File: src/rtl/hls_run_sequencer.sv
// Run sequencer for an HLS accelerator: resets, starts and times each run of a campaign,
// then reports one result record per run over a valid/ready handshake.
module hls_run_sequencer #(
    parameter int unsigned RUN_W      = 8,
    parameter int unsigned CNT_W      = 32,
    parameter int unsigned TIMEOUT    = 200000000,
    parameter int unsigned RST_CYCLES = 2
) (
    input  logic             clock,
    input  logic             reset,
    input  logic             go,
    input  logic [RUN_W-1:0] num_runs,
    output logic             dut_reset,
    output logic             dut_start_port,
    input  logic             dut_done_port,
    input  logic             dut_check,
    output logic             res_valid,
    input  logic             res_ready,
    output logic [1:0]       res_status,
    output logic [CNT_W-1:0] res_cycles,
    output logic [RUN_W-1:0] res_run,
    output logic             busy,
    output logic             campaign_done,
    output logic [RUN_W-1:0] pass_count
);

    localparam int unsigned RC_W = (RST_CYCLES > 1) ? $clog2(RST_CYCLES) : 1;
    localparam logic [RC_W-1:0]  RcLast     = RC_W'(RST_CYCLES - 1);
    localparam logic [CNT_W-1:0] TimeoutVal = CNT_W'(TIMEOUT);

    localparam logic [1:0] StatPass    = 2'b00;
    localparam logic [1:0] StatFail    = 2'b01;
    localparam logic [1:0] StatTimeout = 2'b10;

    typedef enum logic [2:0] {StIdle, StDutRst, StStart, StWait, StReport} state_e;

    state_e           state_q, state_d;
    logic [RC_W-1:0]  rst_cnt_q, rst_cnt_d;
    logic [CNT_W-1:0] cnt_q, cnt_d;
    logic [RUN_W-1:0] idx_q, idx_d;
    logic [RUN_W-1:0] runs_q, runs_d;
    logic [1:0]       status_q, status_d;
    logic [CNT_W-1:0] cycles_q, cycles_d;
    logic [RUN_W-1:0] pass_q, pass_d;
    logic             cdone_q, cdone_d;
    logic             dut_reset_q;

    always_comb begin
        state_d   = state_q;
        rst_cnt_d = rst_cnt_q;
        cnt_d     = cnt_q;
        idx_d     = idx_q;
        runs_d    = runs_q;
        status_d  = status_q;
        cycles_d  = cycles_q;
        pass_d    = pass_q;
        cdone_d   = 1'b0;
        case (state_q)
            StIdle: begin
                if (go) begin
                    if (num_runs != '0) begin
                        runs_d    = num_runs;
                        idx_d     = '0;
                        pass_d    = '0;
                        rst_cnt_d = '0;
                        state_d   = StDutRst;
                    end else begin
                        cdone_d = 1'b1;
                    end
                end
            end
            StDutRst: begin
                // dut_done_port is deliberately ignored: a stale level from the last run is masked
                if (rst_cnt_q == RcLast) begin
                    state_d = StStart;
                end else begin
                    rst_cnt_d = rst_cnt_q + RC_W'(1);
                end
            end
            StStart: begin
                if (dut_done_port) begin
                    status_d = dut_check ? StatPass : StatFail;
                    cycles_d = CNT_W'(1);
                    state_d  = StReport;
                end else begin
                    cnt_d   = CNT_W'(1);
                    state_d = StWait;
                end
            end
            StWait: begin
                // Done takes priority over a timeout landing in the same cycle
                if (dut_done_port) begin
                    status_d = dut_check ? StatPass : StatFail;
                    cycles_d = cnt_q + CNT_W'(1);
                    state_d  = StReport;
                end else if (cnt_q == TimeoutVal) begin
                    status_d = StatTimeout;
                    cycles_d = TimeoutVal;
                    state_d  = StReport;
                end else begin
                    cnt_d = cnt_q + CNT_W'(1);
                end
            end
            StReport: begin
                if (res_ready) begin
                    if (status_q == StatPass) begin
                        pass_d = pass_q + RUN_W'(1);
                    end
                    if (idx_q == runs_q - RUN_W'(1)) begin
                        cdone_d = 1'b1;
                        state_d = StIdle;
                    end else begin
                        idx_d     = idx_q + RUN_W'(1);
                        rst_cnt_d = '0;
                        state_d   = StDutRst;
                    end
                end
            end
            default: state_d = StIdle;
        endcase
    end

    always_ff @(posedge clock or negedge reset) begin
        if (!reset) begin
            state_q     <= StIdle;
            rst_cnt_q   <= '0;
            cnt_q       <= '0;
            idx_q       <= '0;
            runs_q      <= '0;
            status_q    <= StatPass;
            cycles_q    <= '0;
            pass_q      <= '0;
            cdone_q     <= 1'b0;
            dut_reset_q <= 1'b0;
        end else begin
            state_q     <= state_d;
            rst_cnt_q   <= rst_cnt_d;
            cnt_q       <= cnt_d;
            idx_q       <= idx_d;
            runs_q      <= runs_d;
            status_q    <= status_d;
            cycles_q    <= cycles_d;
            pass_q      <= pass_d;
            cdone_q     <= cdone_d;
            dut_reset_q <= (state_d != StDutRst);
        end
    end

    assign dut_reset      = dut_reset_q;
    assign dut_start_port = (state_q == StStart);
    assign res_valid      = (state_q == StReport);
    assign busy           = (state_q != StIdle);
    assign res_status     = status_q;
    assign res_cycles     = cycles_q;
    assign res_run        = idx_q;
    assign campaign_done  = cdone_q;
    assign pass_count     = pass_q;

endmodule
File: config.mk
export PLATFORM = sky130hd
export DESIGN_NAME = hls_run_sequencer
export DESIGN_NICKNAME = d
export VERILOG_FILES = /design/src/rtl/hls_run_sequencer.sv
export SDC_FILE = /design/constraint.sdc
export NUM_CORES = 1
export LEC_CHECK = 0
export CAP_MARGIN = 20
export CORE_UTILIZATION = 50
export DETAILED_ROUTE_END_ITERATION = 10
export GPL_ROUTABILITY_DRIVEN = 0
export PLACE_DENSITY_LB_ADDON = 0.08
export SKIP_CTS_REPAIR_TIMING = 1
export SYNTH_ARGS = -nofsm -noshare
export SYNTH_HDL_FRONTEND = slang
export SYNTH_SLANG_ARGS = --single-unit
File: constraint.sdc
create_clock -name clock -period 2.38 [get_ports clock]
set_input_delay 0.714 -clock clock [delete_from_list [all_inputs] [get_ports clock]]
set_output_delay 0.714 -clock clock [all_outputs]
set_load 0.02 [all_outputs]
==> results.yml, run 1 <==
grt:
  antenna_found_initial: 0
  grt_pass1_wl_um: 20900
  grt_start_max_net_pins: 47
  grt_pass1_vias: 4214
  grt_overflow: 0
  grt_usage: 0.259
finish:
  diodes: 0
  layout_common_cells: "dfrtp_1, nand2_1, clkdlybuf4s50_1"
  final_cells: 793
  area_growth_pct: 26.3
  drive_gt1_frac: 0.133
  layout.nets: 674
  final_common_cell: "dfrtp_1"
  fill_cells: 840
floorplanning:
  dieArea_mm2: 0.0106
  fp.dieH_um: 103
  dieWidth_um: 103
  start_util: 0.518
  ios: 69
  placeableCoreArea_mm2: 0.00986
  rows: 36
clock_network:
  max-clock-path-buffers: 2
  cts_buffers: 9
  clock-root-buffer: "clkbuf_8"
  htree_num_levels: 3
  clock-sinks: 96
  cts_tree: "done"
  cts.clk_slew.worst_paths_ns: 0.09
  clk_latency_ns: 0.37
synthesis:
  synth_nets: 578
  synth.distinct_cells: 56
  netlist_area_mm2: 0.00511
  synth_warnings: 0
  synth_flop_cell: "dfrtp_1"
  ys_ff_latch: 96
  async_flop_share: 1.00
  synth-edff-count: 0
  synth_cells: 559
  ys_seq_area_frac: 0.470
  syn_area_per_cell_um2: 9.15
timing:
  period_needed_ns: 2.27
  holdWs_ns: 0.256
  slew-limit-headroom: 0.730
  final.setup.worst_slack_ns: 0.112
  worst_pin_slew_ns: 0.402
  fin_crit_sh: 0.953
  hold_viol: 0
  final-setup-viol-count: 0
  fin_skew_ns: 0.0115
  slew_violations: 0
  fmax_mhz: 441
routing:
  num_vias: 4514
  drc: 0
  post_drt_wl_per_cell_um: 16.4
  drt-total-wl_um: 13000
  routed_via_density: 5.69
  antenna_left: 0
  drt_first_pass_iters: 4
  drt_iter0_markers: 248
setup_path:
  critPathKind: "primary input to register"
  worstPathArrival_ns: 2.53
  cp_max_fo: 6
  critPathCaptureType: "register"
  cp.required_ns: 2.64
  start_kind: "primary input"
place:
  pre_cts_ws_ns: -0.379
  place_inst: 777
  io_buffers: 68
  dpl.hpwl_um: 9340
power:
  ir_drop_mv: 0.636
  power_leakage_nw: 2.87
  power_density_mw_per_mm2: 836
run_status:
  status: "complete, no violations"
worst_hold_path:
  hold_class: "primary input to async pin"
run:
  cap_violations: 0
-- cells in the mapped netlist, types with 3 or more instances --
cell type	n	share of area
and3_1	18	0.022
buf_2	14	0.014
or3_1	8	0.0098
a22o_1	7	0.012
nor2_1	44	0.032
o21ai_0	55	0.054
and4_1	4	0.0069
xor2_1	21	0.036
inv_1	9	0.0066
nor3_1	8	0.0078
o31ai_1	15	0.022
o22ai_1	7	0.0086
nand3_1	15	0.015
buf_6	3	0.0066
dfrtp_1	96	0.47
mux2_2	4	0.0088
a31oi_1	6	0.0073
nand2_1	93	0.068
o21ai_1	6	0.0059
and2_1	5	0.0061
nand2b_1	4	0.0049
a21oi_1	24	0.023
nor4_2	3	0.0073
xnor2_1	20	0.034
ha_1	5	0.012
nand4_1	10	0.012
clkbuf_1	13	0.0095
mux2i_1	5	0.0098
-- report_power, final --
part / switching [mW] / internal, mW / total (mW) / leakage [nW]
registers: 0.277 / 1.91 / 2.19 / 1.29
clock network: 0.583 / 0.594 / 1.18 / 0.104
logic: 1.12 / 0.907 / 2.03 / 1.47
-- final timing paths --
check                               startpoint        endpoint  depth (start not counted)  slack (ns)
worst min-delay path                     reset  res_cycles[15]                          1        0.26
worst min register to register  res_cycles[13]  res_cycles[13]                          2        0.49
min in group clock              res_cycles[13]  res_cycles[13]                          2        0.49
max in group asynchronous                reset      res_run[3]                          2        1.46
worst max register to register       runs_q[2]       dut_reset                          7        0.16
worst max-delay path               num_runs[5]   pass_count[0]                          8        0.11
-- per-layer routing --
| layer | vias up | track usage | share of wire |
|---|---|---|---|
| li1 | 2160 | - | - |
| met1 | 2221 | 0.378 | 0.47 |
| met2 | 116 | 0.398 | 0.46 |
| met3 | 17 | 0.0400 | 0.047 |
| met4 | 0 | 0.0769 | 0.016 |
| met5 | - | 0 | 0 |
-- area by class of cell --
class                           instances  area [um2]  share of cell area
Multi-Input combinational cell        422        2540               0.393
Sequential cell                        96        2400               0.372
Timing Repair Buffer                  117        1100               0.171
Tap cell                              133         166              0.0258
Clock buffer                           11         131              0.0203
Clock inverter                          5        81.3              0.0126
Inverter                                9        33.8             0.00523
-- state kept, by name, summed over array words and instances, names as in the netlist --
| register | cells |
|---|---|
| campaign_done | 1 |
| cnt_q | 32 |
| dut_reset | 1 |
| pass_count | 8 |
| res_cycles | 32 |
| res_run | 8 |
| res_status | 2 |
| rst_cnt_q | 1 |
| runs_q | 8 |
| state_q | 3 |
-- per-stage QoR --
stage	util	TNS, ns	area (um2)	total power [mW]
2_1_floorplan	-	0	5110	3.35
3_3_place_gp	0.630	-3.85	6210	4.18
3_5_place_dp	0.630	-4.58	6210	4.22
5_1_grt	0.655	-0.0147	6460	5.72
4_1_cts	0.651	-0.315	6420	5.39
6_report	0.655	0	6460	5.40
-- logic make-up after synthesis --
group	after synthesis	share of synthesized area
mux	9	0.0186
xor+xnor	41	0.0702
fa+ha+maj	5	0.0122
flops	96	0.470
buf+inv	41	0.0394
compound gates	135	0.160
simple gates	232	0.230
-- worst max-delay path, cell delays in order --
cell and delay, ns:
clkdlybuf4s50_1 0.44, or4_1 0.60, o21ai_1 0.20, a21boi_2 0.11, nand2_1 0.12, buf_4 0.15
nor3_1 0.04, a21o_1 0.15
(Power assumes the default switching activity.)
==> run 2: changes to the inputs <==
- ABC_CLOCK_PERIOD_IN_PS: unset -> 2380
==> results of run 2 <==
No change in the layout: final DEF, timing and power equal those of run 1.
==> run 3: changes to the inputs <==
- ABC_CLOCK_PERIOD_IN_PS: 2380 -> unset
- CTS_CLUSTER_DIAMETER: unset -> 100
==> results of run 3 <==
No change in the layout: final DEF, timing and power equal those of run 1.
